`config.mk`:
```
export PLATFORM = sky130hd
export DESIGN_NAME = debug_frame_sender_flat
export DESIGN_NICKNAME = d
export VERILOG_FILES = /design/src/rtl/debug_frame_sender_if.sv /design/src/rtl/debug_frame_sender.sv /design/src/flat_wrapper.sv
export SDC_FILE = /design/constraint.sdc
export NUM_CORES = 1
export LEC_CHECK = 0
export CORE_ASPECT_RATIO = 0.9
export CORE_MARGIN = 8
export CORE_UTILIZATION = 40
export DETAILED_ROUTE_END_ITERATION = 10
export HOLD_SLACK_MARGIN = 0.05
export PLACE_DENSITY = 0.68
export RECOVER_POWER = 100
export SLEW_MARGIN = 20
export SYNTH_ARGS = -nofsm -noshare
export SYNTH_HDL_FRONTEND = slang
export SYNTH_SLANG_ARGS = --single-unit
```
`constraint.sdc`:
```
create_clock -name clock_i -period 8.2 [get_ports clock_i]
set_clock_uncertainty 0.15 [all_clocks]
set_input_delay 1.64 -clock clock_i [delete_from_list [all_inputs] [get_ports clock_i]]
set_output_delay 1.64 -clock clock_i [all_outputs]
set_load 0.02 [all_outputs]
```
`src/rtl/debug_frame_sender_if.sv`:
```
// rtl/debug_frame_sender_if.sv - byte handshake between the debug frame sender and tx_uart
interface debug_frame_sender_if #(
    parameter int N_BITS = 8
);
    logic [N_BITS-1:0] tx_data;
    logic              tx_start;
    logic              tx_done;

    modport master (
        output tx_data,
        output tx_start,
        input  tx_done
    );

    modport slave (
        input  tx_data,
        input  tx_start,
        output tx_done
    );
endinterface

```
`src/rtl/debug_frame_sender.sv`:
```
// rtl/debug_frame_sender.sv - serialises PC, cycle count, registers and memory into UART bytes
// Optional trailing XOR checksum byte: DEBUG_FRAME_CHECKSUM_EN
module debug_frame_sender #(
    parameter int NB_DATA     = 32,
    parameter int N_BITS      = 8,
    parameter int N_BYTES     = 4,
    parameter int N_REGISTER  = 32,
    parameter int NB_REG      = 5,
    parameter int N_MEM_WORDS = 16,
    parameter int NB_MEM_ADDR = 7,
    parameter int NB_IDX      = 6
) (
    input  logic                   clock_i,
    input  logic                   reset_i,
    input  logic                   start_i,
    input  logic [NB_DATA-1:0]     pc_i,
    input  logic [NB_DATA-1:0]     cycle_count_i,
    output logic [NB_REG-1:0]      reg_addr_o,
    input  logic [NB_DATA-1:0]     reg_data_i,
    output logic [NB_MEM_ADDR-1:0] mem_addr_o,
    input  logic [NB_DATA-1:0]     mem_data_i,
    debug_frame_sender_if.master   tx_if,
    output logic                   busy_o,
    output logic                   done_o
);

    localparam int NB_BCNT = $clog2(N_BYTES) + 1;
    localparam logic [NB_IDX-1:0]  IDX_CNT   = NB_IDX'(1);
    localparam logic [NB_IDX-1:0]  IDX_REG0  = NB_IDX'(2);
    localparam logic [NB_IDX-1:0]  IDX_MEM0  = NB_IDX'(2 + N_REGISTER);
    localparam logic [NB_IDX-1:0]  IDX_LAST  = NB_IDX'(1 + N_REGISTER + N_MEM_WORDS);
    localparam logic [NB_BCNT-1:0] BCNT_LAST = NB_BCNT'(N_BYTES - 1);

    typedef enum logic [2:0] {
        IDLE,
        FETCH,
        LOAD,
        SEND,
        WAIT,
`ifdef DEBUG_FRAME_CHECKSUM_EN
        CHKSUM,
`endif
        DONE
    } state_t;

`ifdef DEBUG_FRAME_CHECKSUM_EN
    localparam state_t FRAME_END = CHKSUM;
`else
    localparam state_t FRAME_END = DONE;
`endif

    state_t               state;
    state_t               state_next;
    logic [NB_IDX-1:0]    idx;
    logic [NB_IDX-1:0]    idx_inc;
    logic [NB_BCNT-1:0]   bcnt;
    logic [NB_DATA-1:0]   shift_reg;
    logic [NB_DATA-1:0]   pc_q;
    logic [NB_DATA-1:0]   cnt_q;
    logic [NB_DATA-1:0]   load_word;
    logic [N_BITS-1:0]    tx_data_q;
    logic [NB_REG-1:0]    reg_addr_q;
    logic [NB_MEM_ADDR-1:0] mem_addr_q;
    logic                 tx_start;
    logic                 busy;
    logic                 done;
`ifdef DEBUG_FRAME_CHECKSUM_EN
    logic [N_BITS-1:0]    chk_q;
    logic                 chk_phase;
`endif

    assign idx_inc        = idx + NB_IDX'(1);
    assign tx_if.tx_data  = tx_data_q;
    assign tx_if.tx_start = tx_start;
    assign reg_addr_o     = reg_addr_q;
    assign mem_addr_o     = mem_addr_q;
    assign busy_o         = busy;
    assign done_o         = done;

    always_comb begin
        if (idx == '0) begin
            load_word = pc_q;
        end else if (idx == IDX_CNT) begin
            load_word = cnt_q;
        end else if (idx < IDX_MEM0) begin
            load_word = reg_data_i;
        end else begin
            load_word = mem_data_i;
        end
    end

    always_ff @(posedge clock_i or negedge reset_i) begin
        if (!reset_i) begin
            state <= IDLE;
        end else begin
            state <= state_next;
        end
    end

    always_comb begin
        state_next = state;
        tx_start   = 1'b0;
        busy       = 1'b1;
        done       = 1'b0;
        unique case (state)
            IDLE: begin
                busy = 1'b0;
                if (start_i) begin
                    state_next = FETCH;
                end
            end
            FETCH: state_next = LOAD;
            LOAD:  state_next = SEND;
            SEND: begin
                tx_start   = 1'b1;
                state_next = WAIT;
            end
            WAIT: begin
                if (tx_if.tx_done) begin
                    if (bcnt != BCNT_LAST) begin
                        state_next = SEND;
                    end else if (idx != IDX_LAST) begin
                        state_next = FETCH;
                    end else begin
                        state_next = FRAME_END;
                    end
`ifdef DEBUG_FRAME_CHECKSUM_EN
                    if (chk_phase) begin
                        state_next = DONE;
                    end
`endif
                end
            end
`ifdef DEBUG_FRAME_CHECKSUM_EN
            CHKSUM: state_next = SEND;
`endif
            DONE: begin
                busy       = 1'b0;
                done       = 1'b1;
                state_next = IDLE;
            end
            default: state_next = IDLE;
        endcase
    end

    // Read addresses are set on the way into FETCH so the synchronous read data is ready in LOAD.
    always_ff @(posedge clock_i or negedge reset_i) begin
        if (!reset_i) begin
            idx        <= '0;
            bcnt       <= '0;
            shift_reg  <= '0;
            pc_q       <= '0;
            cnt_q      <= '0;
            tx_data_q  <= '0;
            reg_addr_q <= '0;
            mem_addr_q <= '0;
`ifdef DEBUG_FRAME_CHECKSUM_EN
            chk_q      <= '0;
            chk_phase  <= 1'b0;
`endif
        end else begin
            unique case (state)
                IDLE: begin
                    if (start_i) begin
                        pc_q  <= pc_i;
                        cnt_q <= cycle_count_i;
                        idx   <= '0;
`ifdef DEBUG_FRAME_CHECKSUM_EN
                        chk_q     <= '0;
                        chk_phase <= 1'b0;
`endif
                    end
                end
                LOAD: begin
                    shift_reg <= load_word;
                    bcnt      <= '0;
                    tx_data_q <= load_word[N_BITS-1:0];
`ifdef DEBUG_FRAME_CHECKSUM_EN
                    chk_q     <= chk_q ^ load_word[N_BITS-1:0];
`endif
                end
                WAIT: begin
                    if (tx_if.tx_done) begin
                        shift_reg <= shift_reg >> N_BITS;
                        bcnt      <= bcnt + NB_BCNT'(1);
                        if (state_next == SEND) begin
                            tx_data_q <= shift_reg[2*N_BITS-1:N_BITS];
`ifdef DEBUG_FRAME_CHECKSUM_EN
                            chk_q     <= chk_q ^ shift_reg[2*N_BITS-1:N_BITS];
`endif
                        end else if (state_next == FETCH) begin
                            idx <= idx_inc;
                            if (idx_inc >= IDX_REG0 && idx_inc < IDX_MEM0) begin
                                reg_addr_q <= NB_REG'(idx_inc - IDX_REG0);
                            end else if (idx_inc >= IDX_MEM0) begin
                                mem_addr_q <= NB_MEM_ADDR'(idx_inc - IDX_MEM0);
                            end
                        end
                    end
                end
`ifdef DEBUG_FRAME_CHECKSUM_EN
                CHKSUM: begin
                    tx_data_q <= chk_q;
                    chk_phase <= 1'b1;
                end
`endif
                default: ;
            endcase
        end
    end

endmodule
```
`src/flat_wrapper.sv`:
```
// flat-port wrapper written by rule: the top's interface ports become plain ports
module debug_frame_sender_flat 
#(
    parameter int NB_DATA     = 32,
    parameter int N_BITS      = 8,
    parameter int N_BYTES     = 4,
    parameter int N_REGISTER  = 32,
    parameter int NB_REG      = 5,
    parameter int N_MEM_WORDS = 16,
    parameter int NB_MEM_ADDR = 7,
    parameter int NB_IDX      = 6
)
  (clock_i, reset_i, start_i, pc_i, cycle_count_i, reg_addr_o, reg_data_i, mem_addr_o, mem_data_i, busy_o, done_o, tx_if_tx_data, tx_if_tx_start, tx_if_tx_done);
  debug_frame_sender_if #(.N_BITS(N_BITS)) tx_if_i ();
  input  logic clock_i;
  input  logic reset_i;
  input  logic start_i;
  input  logic [NB_DATA-1:0] pc_i;
  input  logic [NB_DATA-1:0] cycle_count_i;
  output logic [NB_REG-1:0] reg_addr_o;
  input  logic [NB_DATA-1:0] reg_data_i;
  output logic [NB_MEM_ADDR-1:0] mem_addr_o;
  input  logic [NB_DATA-1:0] mem_data_i;
  output logic busy_o;
  output logic done_o;
  output wire logic [$bits(tx_if_i.tx_data)-1:0] tx_if_tx_data;
  output wire logic [$bits(tx_if_i.tx_start)-1:0] tx_if_tx_start;
  input wire logic [$bits(tx_if_i.tx_done)-1:0] tx_if_tx_done;
  assign tx_if_tx_data = tx_if_i.tx_data;
  assign tx_if_tx_start = tx_if_i.tx_start;
  assign tx_if_i.tx_done = tx_if_tx_done;
  debug_frame_sender #(.NB_DATA(NB_DATA), .N_BITS(N_BITS), .N_BYTES(N_BYTES), .N_REGISTER(N_REGISTER), .NB_REG(NB_REG), .N_MEM_WORDS(N_MEM_WORDS), .NB_MEM_ADDR(NB_MEM_ADDR), .NB_IDX(NB_IDX)) u_core (.clock_i(clock_i), .reset_i(reset_i), .start_i(start_i), .pc_i(pc_i), .cycle_count_i(cycle_count_i), .reg_addr_o(reg_addr_o), .reg_data_i(reg_data_i), .mem_addr_o(mem_addr_o), .mem_data_i(mem_data_i), .tx_if(tx_if_i), .busy_o(busy_o), .done_o(done_o));
endmodule
```
# [After elaboration in Yosys (flattened, before gate mapping)]
# Index checks and enable logic that the tools add are counted.
[classes] n_addsub=4 n_lt_le_gt_ge=4 n_eq_ne=15 muxes=23 bitwise_logic=2 n_reduce_logical=12
[ops] cell="two-way mux 32 bit" n=4
[ops] cell="one-hot mux 32 bit (2 select lines)" n=1
[ops] cell="two-way mux 6 bit" n=4
[ops] cell="two-way mux 8 bit" n=2
[ops] cell="one-hot mux 8 bit (2 select lines)" n=1
[ops] cell="two-way mux 3 bit" n=5
[ops] cell="one-hot mux 3 bit (5 select lines)" n=1
[ops] cell="< comparator 6 bit (second input constant)" n=2
[ops] cell="one-hot mux 6 bit (2 select lines)" n=1
[ops] cell="AND reduction 5 bit" n=2
[ops] cell="equality test 3 x 2 -> 1 bit (second input constant)" n=3
[ops] cell="subtractor 6 x 6 -> 7 bit (second input constant)" n=1
[ops] cell="adder 6 x 1 -> 6 bit (second input constant)" n=1
[ops] cell="equality test 3 x 1 -> 1 bit (second input constant)" n=2
[ops] cell="equality test 3 bit (second input constant)" n=2
[ops] cell="equality test 6 x 1 -> 1 bit (second input constant)" n=1
[ops] cell="greater-or-equal comparator 6 x 2 -> 1 bit (second input constant)" n=1
[ops] cell="greater-or-equal comparator 6 bit (second input constant)" n=1
[ops] cell="logical NOT 6 bit" n=1
[ops] cell="!= test 2 bit (second input constant)" n=3
[ops] cell="!= test 6 bit (second input constant)" n=1
[ops] cell="one-hot mux 3 bit (2 select lines)" n=1
[ops] cell="AND reduction 6 bit" n=1
[ops] cell="subtractor 5 x 2 -> 5 bit (second input constant)" n=1
[ops] cell="11 further kinds" n=17
[totals] reg_bits=128 in_bits=132 out_inout_bits=23

# [Longest topological paths before layout]
# Gate-level depths: netlist of the first run.
[depth] ltp_word=10 depth_mapped=10 depth_no_buf=9

# [Least setup slack after synthesis of the first run]
# No wires, ideal clock.
[synth_timing] kind="input to register" startpoint="input tx_if_tx_done" endpoint="register u_core.reg_addr_q[0], in the netlist u_core.reg_addr_o[0]" arrival_ps=2910 required_time_ps=7925 setup_slack_ps=5016 path_stages=5 n_path_buf=1 cell_sequence="clkbuf_1 nand4_1 a21oi_1 o211a_4 mux2_2"
[synth_via] elab_chain_cells=5 elab_cells_between_ends=6
[synth_rtl] item="from (decl)" line_no="flat_wrapper.sv:28" source="input wire logic [$bits(tx_if_i.tx_done)-1:0] tx_if_tx_done;"
[synth_rtl] item="two-way mux 3 bit" line_no="debug_frame_sender.sv:119" source="if (tx_if.tx_done) begin"
[synth_rtl] item="one-hot mux 3 bit (5 select lines)" line_no="debug_frame_sender.sv:105" source="unique case (state)"
[synth_rtl] item="equality test 3 x 2 -> 1 bit" line_no="debug_frame_sender.sv:186" source="if (state_next == SEND) begin"
[synth_rtl] item="inverter 1 bit (no line)"
[synth_rtl] item="AND reduction 5 bit (no line) *"
[synth_rtl] item="to (signal assigned)" line_no="debug_frame_sender.sv:194" source="reg_addr_q <= NB_REG'(idx_inc - IDX_REG0);"
[synth_rtl] item="to (decl)" line_no="debug_frame_sender.sv:62" source="logic [NB_REG-1:0] reg_addr_q;"
# Mark *: on every way between the ends. The rest lies on a longest branch, timed or not.
# A chain may end at the register's enable or synchronous reset.

# [Final worst setup path of the first run]
[layout_timing] startpoint="input start_i" endpoint="register u_core.cnt_q[30]"
[layout_via] elab_chain_cells=1
[layout_rtl] item="from (decl)" line_no="flat_wrapper.sv:17" source="input logic start_i;"
[layout_rtl] item="AND reduction 2 bit (no line)"
[layout_rtl] item="to (signal assigned)" line_no="debug_frame_sender.sv:166" source="cnt_q <= cycle_count_i;"
[layout_rtl] item="to (decl)" line_no="debug_frame_sender.sv:59" source="logic [NB_DATA-1:0] cnt_q;"
# Every way passes these cells.

==> results of run 1 <==
-- path summary, 6_finish.rpt --
check	start	end	slack (ns)
worst max-delay path	start_i	u_core.cnt_q[30]	2.65
worst min-delay path	u_core.shift_reg[8]	u_core.shift_reg[8]	0.33
worst max register to register	u_core.state[1]	u_core.cnt_q[30]	3.79
worst min register to register	u_core.shift_reg[8]	u_core.shift_reg[8]	0.33
max in group asynchronous	reset_i	u_core.cnt_q[2]	3.22
min in group asynchronous	reset_i	u_core.mem_addr_o[5]	1.84
-- report_power, final --
part,switching (mW),internal [mW]
clock network,0.251,0.530
logic,0.420,0.492
registers,0.152,0.849
-- area by class of cell --
cell class              instances  area, um2
fillers                      1312       6954
multi-input cells             451       3030
flip-flops and latches        120       3003
repair buffers                158       1555
clock buffers                  23      478.0
well taps                     202      252.7
clock inverters                 9      145.1
inverters                       6      22.52
-- kinds of logic (layout without fill, tap and decap cells) --
group / count (synthesis) / count (layout) / share of synthesized area, %
compound gates: 169 / 169 / 18.31
fa+ha+maj: 8 / 8 / 1.587
buf+inv: 54 / 196 / 4.125
simple gates: 194 / 194 / 14.34
xor+xnor: 6 / 6 / 0.8330
flops: 120 / 120 / 47.60
mux: 74 / 74 / 13.21
-- metrics by stage --
stage	utilization [%]	hold WS [ns]
after floorplan	-	0.2932
after global placement	51.19	0.3095
after detailed placement	51.19	0.3139
after CTS	55.22	0.3259
after global routing	54.96	0.3504
final	54.96	0.3278
-- critical path: stages --
cell and delay, ns:
dlygate4sd3_1 0.52, nor2b_1 0.18, and2_2 0.16, clkbuf_1 2.58
mux2_2 0.50
-- metal layers --
layer / wire, um / GRT usage [%] / up-vias
met5: 0 / 0 / -
met4: 165 / 5.263 / 0
met3: 767 / 4.542 / 11
met2: 9026 / 30.66 / 132
met1: 8066 / 22.98 / 2536
li1: - / - / 2473
-- synth_stat cells, types with 2 or more instances --
cell type | instances | area share, %
and3_1 | 24 | 2.4
a22oi_1 | 8 | 0.95
xnor2_1 | 4 | 0.56
dfrtp_1 | 120 | 48
o31ai_1 | 3 | 0.36
a21o_1 | 2 | 0.24
o221ai_1 | 2 | 0.28
nand2_1 | 104 | 6.2
a41oi_1 | 2 | 0.28
o21a_1 | 23 | 2.7
o21ai_1 | 9 | 0.71
nor2b_1 | 2 | 0.20
a31oi_1 | 3 | 0.30
or3_1 | 3 | 0.30
buf_2 | 21 | 1.7
o31ai_2 | 14 | 2.8
nor2_4 | 2 | 0.36
a21oi_1 | 36 | 2.9
a22o_1 | 3 | 0.42
and2_1 | 4 | 0.40
ha_1 | 8 | 1.6
xor2_1 | 2 | 0.28
clkbuf_1 | 21 | 1.2
o21ai_0 | 52 | 4.1
nand2b_1 | 2 | 0.20
nand3_1 | 15 | 1.2
or2_2 | 3 | 0.30
nor2_1 | 25 | 1.5
nand4_1 | 3 | 0.30
buf_6 | 4 | 0.71
mux2_2 | 74 | 13
inv_1 | 6 | 0.36
a31o_2 | 3 | 0.42
==> flow_metrics.env, run 1 <==
export IMPL_ys_warn_count=0
export IMPL_grt_max_degree=76
export IMPL_worst_slack_ns=2.654
export IMPL_root_buffer="clkbuf_16"
export IMPL_clockBufferDepth=2
export IMPL_min_period_ns=5.546
export IMPL_crit_path_start_kind="input port"
export IMPL_finalHoldViolCount=0
export IMPL_core_um2=15440
export IMPL_portBuffers=154
export IMPL_hold_path_class="reg2reg"
export IMPL_synth_nets=765
export IMPL_holdPathStages=2
export IMPL_violations="capacitance limit, slew limit"
export IMPL_routabilityCongestion=0.8118
export IMPL_worstSetupEndpointType="flop"
export IMPL_insertion_delay_ns=0.41
export IMPL_drt_wl_total_mm=18.03
export IMPL_num_vias=5152
export IMPL_post_cts_buffers=0
export IMPL_cts_repair_resized=0
export IMPL_routedWlPerCell_um=18.60
export IMPL_initial_core_util_pct=40.86
export IMPL_ioPinCount=155
export IMPL_rows=43
export IMPL_final_common_cell="clkdlybuf4s50_1"
export IMPL_htree_levels=4
export IMPL_drive_gt1_share_pct=17.08
export IMPL_outcome="complete, but fails checks"
export IMPL_die_area_um2=20050
export IMPL_postSynthCellCount=625
export IMPL_crit_required_ns=8.33
export IMPL_finalNonFillerCells=969
export IMPL_post_dp_hpwl_mm=12.69
export IMPL_slew_violations=233
export IMPL_avgSynthCellArea_um2=10.09
export IMPL_place_ws_ns=4.317
export IMPL_finish_instance_area_um2=8487
export IMPL_hold_buffers=0
export IMPL_cts_tree="built"
export IMPL_drc=0
export IMPL_grt_overflow_total=0
export IMPL_grt_usage_pct=18.29
export IMPL_first_pass_iters=4
export IMPL_fin_setup_tns_ns=0
export IMPL_avgViaCountPerCell=5.317
export IMPL_fmax_mhz=180.3
export IMPL_crit_arrival_ns=5.67
export IMPL_drv_cap=4
export IMPL_ys_ff_latch=120
export IMPL_die_y_um=135.1
export IMPL_crit_path_max_fanout=65
export IMPL_dpl_cell_count=937
export IMPL_finalCritPeriodShare_pct=67.63
export IMPL_antenna_found_initial=0
export IMPL_post_dp_cell_area_um2=7904
export IMPL_clk_pin_slew_worst_paths_ns=0.05
export IMPL_total_power_mw=2.694
export IMPL_ir_drop_v=0.0001613
export IMPL_synth_async_reset_ratio_pct=100.0
export IMPL_power_density_nw_per_um2=317.4
export IMPL_synth_seq_area_share_pct=47.60
export IMPL_rsz0062_at_grt="false"
export IMPL_synthesis_area_um2=6309
export IMPL_p_leak_nw=3.641
export IMPL_worst_slew_pin_transition_ns=3.711
export IMPL_nets=894
export IMPL_num_antenna_cells=0
export IMPL_synthToLayoutAreaGrowth_pct=34.53
export IMPL_cts_buffers=17
export IMPL_yosysUniqueCellTypes=51
export IMPL_most_common_layout_cells="128 x clkdlybuf4s50_1, 120 x dfrtp_1, 103 x nand2_1"
export IMPL_synth_edf_count=0
export IMPL_clkSinkCount=120
export IMPL_ant_nets=0
export IMPL_dieWidth_um=148.4
export IMPL_maxSlewHeadroom_pct=-147.4
export IMPL_drt_iter0_drc=272
export IMPL_ff2ff_path_depth=4
export IMPL_setup_viol=0
export IMPL_grt_pass1_vias=5478
export IMPL_synthFlopType="dfrtp_1"
export IMPL_criticalPathCategory="in2reg"
export IMPL_grt_pass1_wl_mm=29.01
(Power assumes the default switching activity.)
==> run 2, diff against run 1 <==
==> constraint.sdc (replaced) <==
create_clock -name clock_i -period 5.5 [get_ports clock_i]
set_clock_uncertainty 0.15 [all_clocks]
set_input_delay 1.1 -clock clock_i [delete_from_list [all_inputs] [get_ports clock_i]]
set_output_delay 1.1 -clock clock_i [all_outputs]
set_load 0.02 [all_outputs]
==> run 2 against run 1 <==
Net effect:
- the flow still finishes with violations (capacitance limit, slew limit)
- global-route usage rose by 0.11 points
- register-to-register slack got worse by 2.0 ns
- die area did not move
- cell count fell by 0.10%
- flip-flop and latch count did not move
- final area fell by 1.2%
- via count fell by 0.21%
- clock-buffer cell count fell by 2
- sequential power rose by 49%
- power rose by 44%
- worst hold slack got worse by 0.0054 ns
==> flow_metrics.env, run 2 (synthesis results as in run 1) <==
export IMPL_ff2ff_path_depth=4
export IMPL_grt_busiest_layer="met2"
export IMPL_root_buffer="clkbuf_16"
export IMPL_fin_setup_tns_ns=0
export IMPL_crit_start="start_i"
export IMPL_grt_pass1_vias=5598
export IMPL_power_frac_comb_pct=34.3
export IMPL_grt_overflow_total=0
export IMPL_rows=43
export IMPL_drive_gt1_share_pct=16.71
export IMPL_hold_buffers=0
export IMPL_die_area_um2=20050
export IMPL_clk_pin_slew_worst_paths_ns=0.05
export IMPL_r2r_start="u_core.state[1]"
export IMPL_grt_usage_pct=18.39
export IMPL_routabilityCongestion=0.8041
export IMPL_final_common_cell="clkdlybuf4s50_1"
export IMPL_first_pass_iters=6
export IMPL_die_y_um=135.1
export IMPL_num_vias=5141
export IMPL_antenna_found_initial=0
export IMPL_worstSetupEndpointType="flop"
export IMPL_grt_util_met3_pct=4.876
export IMPL_synthToLayoutAreaGrowth_pct=32.94
export IMPL_p_leak_nw=3.598
export IMPL_cts_buffers=17
export IMPL_insertion_delay_ns=0.41
export IMPL_drc=0
export IMPL_final_fill_count=1346
export IMPL_routedWlPerCell_um=18.51
export IMPL_ant_nets=0
export IMPL_reg2reg_to="u_core.pc_q[21]"
export IMPL_cts_repair_resized=0
export IMPL_r2r_slack_ns=1.76
export IMPL_portBuffers=154
export IMPL_post_cts_buffers=0
export IMPL_fmax_mhz=243.5
export IMPL_initial_core_util_pct=40.86
export IMPL_p_seq_share_pct=38.5
export IMPL_violations="capacitance limit, slew limit"
export IMPL_clockBufferDepth=2
export IMPL_finalHoldViolCount=0
export IMPL_finish_instance_area_um2=8387
export IMPL_clkSinkCount=120
export IMPL_grt_pass1_wl_mm=29.37
export IMPL_post_dp_hpwl_mm=12.90
export IMPL_crit_required_ns=5.64
export IMPL_crit_arrival_ns=4.25
export IMPL_ir_drop_v=0.0002550
export IMPL_ioPinCount=155
export IMPL_drt_iter0_drc=291
export IMPL_maxSlewHeadroom_pct=-26.41
export IMPL_nets=894
export IMPL_htree_levels=4
export IMPL_holdPathStages=2
export IMPL_internal_power_mw=2.649
export IMPL_drt_wl_total_mm=17.91
export IMPL_worst_slew_pin_transition_ns=1.896
export IMPL_num_antenna_cells=0
export IMPL_post_dp_cell_area_um2=7904
export IMPL_switching_share_pct=31.67
export IMPL_criticalPathCategory="in2reg"
export IMPL_min_period_ns=4.107
export IMPL_avgViaCountPerCell=5.311
export IMPL_cts_tree="built"
export IMPL_core_um2=15440
export IMPL_setup_viol=0
export IMPL_drv_cap=4
export IMPL_crit_path_start_kind="input port"
export IMPL_outcome="complete, but fails checks"
export IMPL_grt_max_degree=76
export IMPL_met1_usage_pct=22.51
export IMPL_power_density_nw_per_um2=462.3
export IMPL_rsz0062_at_grt="false"
export IMPL_use_met2_pct=30.74
export IMPL_crit_end="u_core.pc_q[21]"
export IMPL_hold_path_class="reg2reg"
export IMPL_crit_path_max_fanout=38
export IMPL_p_clk_share_pct=27.2
export IMPL_dieWidth_um=148.4
export IMPL_finalCritPeriodShare_pct=74.67
export IMPL_most_common_layout_cells="128 x clkdlybuf4s50_1, 120 x dfrtp_1, 104 x nand2_1"
export IMPL_p_sw_mw=1.228
export IMPL_slew_violations=208
==> run 2: stage by stage <==
stage / std cells / setup WS, ns / util, % / power, mW / hold WS [ns]
final: 968 / 1.393 / 54.31 / 3.877 / 0.3224
after global routing: 968 / 1.198 / 54.31 / 4.140 / 0.3600
after CTS: 968 / 2.098 / 54.83 / 3.970 / 0.3288
after detailed placement: 937 / 1.784 / 51.19 / 2.904 / 0.3166
after global placement: 937 / 1.806 / 51.19 / 2.833 / 0.3057
after floorplan: 625 / 2.783 / - / 2.459 / 0.2932
==> run 2: power groups by stage <==
stage          clock network (mW)  logic [mW]  registers [mW]
2_1_floorplan                   0        1.01            1.45
3_3_place_gp                    0        1.35            1.48
3_5_place_dp                    0        1.40            1.51
4_1_cts                      1.07        1.40            1.49
5_1_grt                      1.12        1.48            1.54
6_report                     1.05        1.33            1.49
==> run 2: metal layers <==
metal	up-vias	share of wire [%]
li1	2463	-
met1	2506	44
met5	-	0
met4	0	1.8
met3	22	4.9
met2	150	49
==> run 2: final cells by class <==
| type | count | area [um2] | area share (%) |
|---|---|---|---|
| Clock inverter | 10 | 102.6 | 1.223 |
| Clock buffer | 21 | 460.4 | 5.490 |
| Sequential cell | 120 | 3003 | 35.80 |
| Timing Repair Buffer | 158 | 1556 | 18.56 |
| Tap cell | 202 | 252.7 | 3.014 |
| Multi-Input combinational cell | 451 | 2989 | 35.64 |
| Inverter | 6 | 22.52 | 0.2685 |
==> run 2: worst min path at each step <==
stage / slack, ns / startpoint / end
final: 0.32 / u_core.shift_reg[8] / u_core.shift_reg[8]
after CTS: 0.33 / u_core.shift_reg[9] / u_core.shift_reg[9]
after global placement: 0.31 / u_core.shift_reg[8] / u_core.shift_reg[8]
after floorplan: 0.29 / u_core.shift_reg[8] / u_core.shift_reg[8]
after global routing: 0.36 / u_core.cnt_q[24] / u_core.cnt_q[24]
after detailed placement: 0.32 / u_core.shift_reg[9] / u_core.shift_reg[9]
==> run 2: worst max-delay path: stages <==
cell and delay, ns:
dlygate4sd3_1 0.51, nor2b_1 0.19, and2_2 0.81, clkbuf_1 1.17, mux2_2 0.44
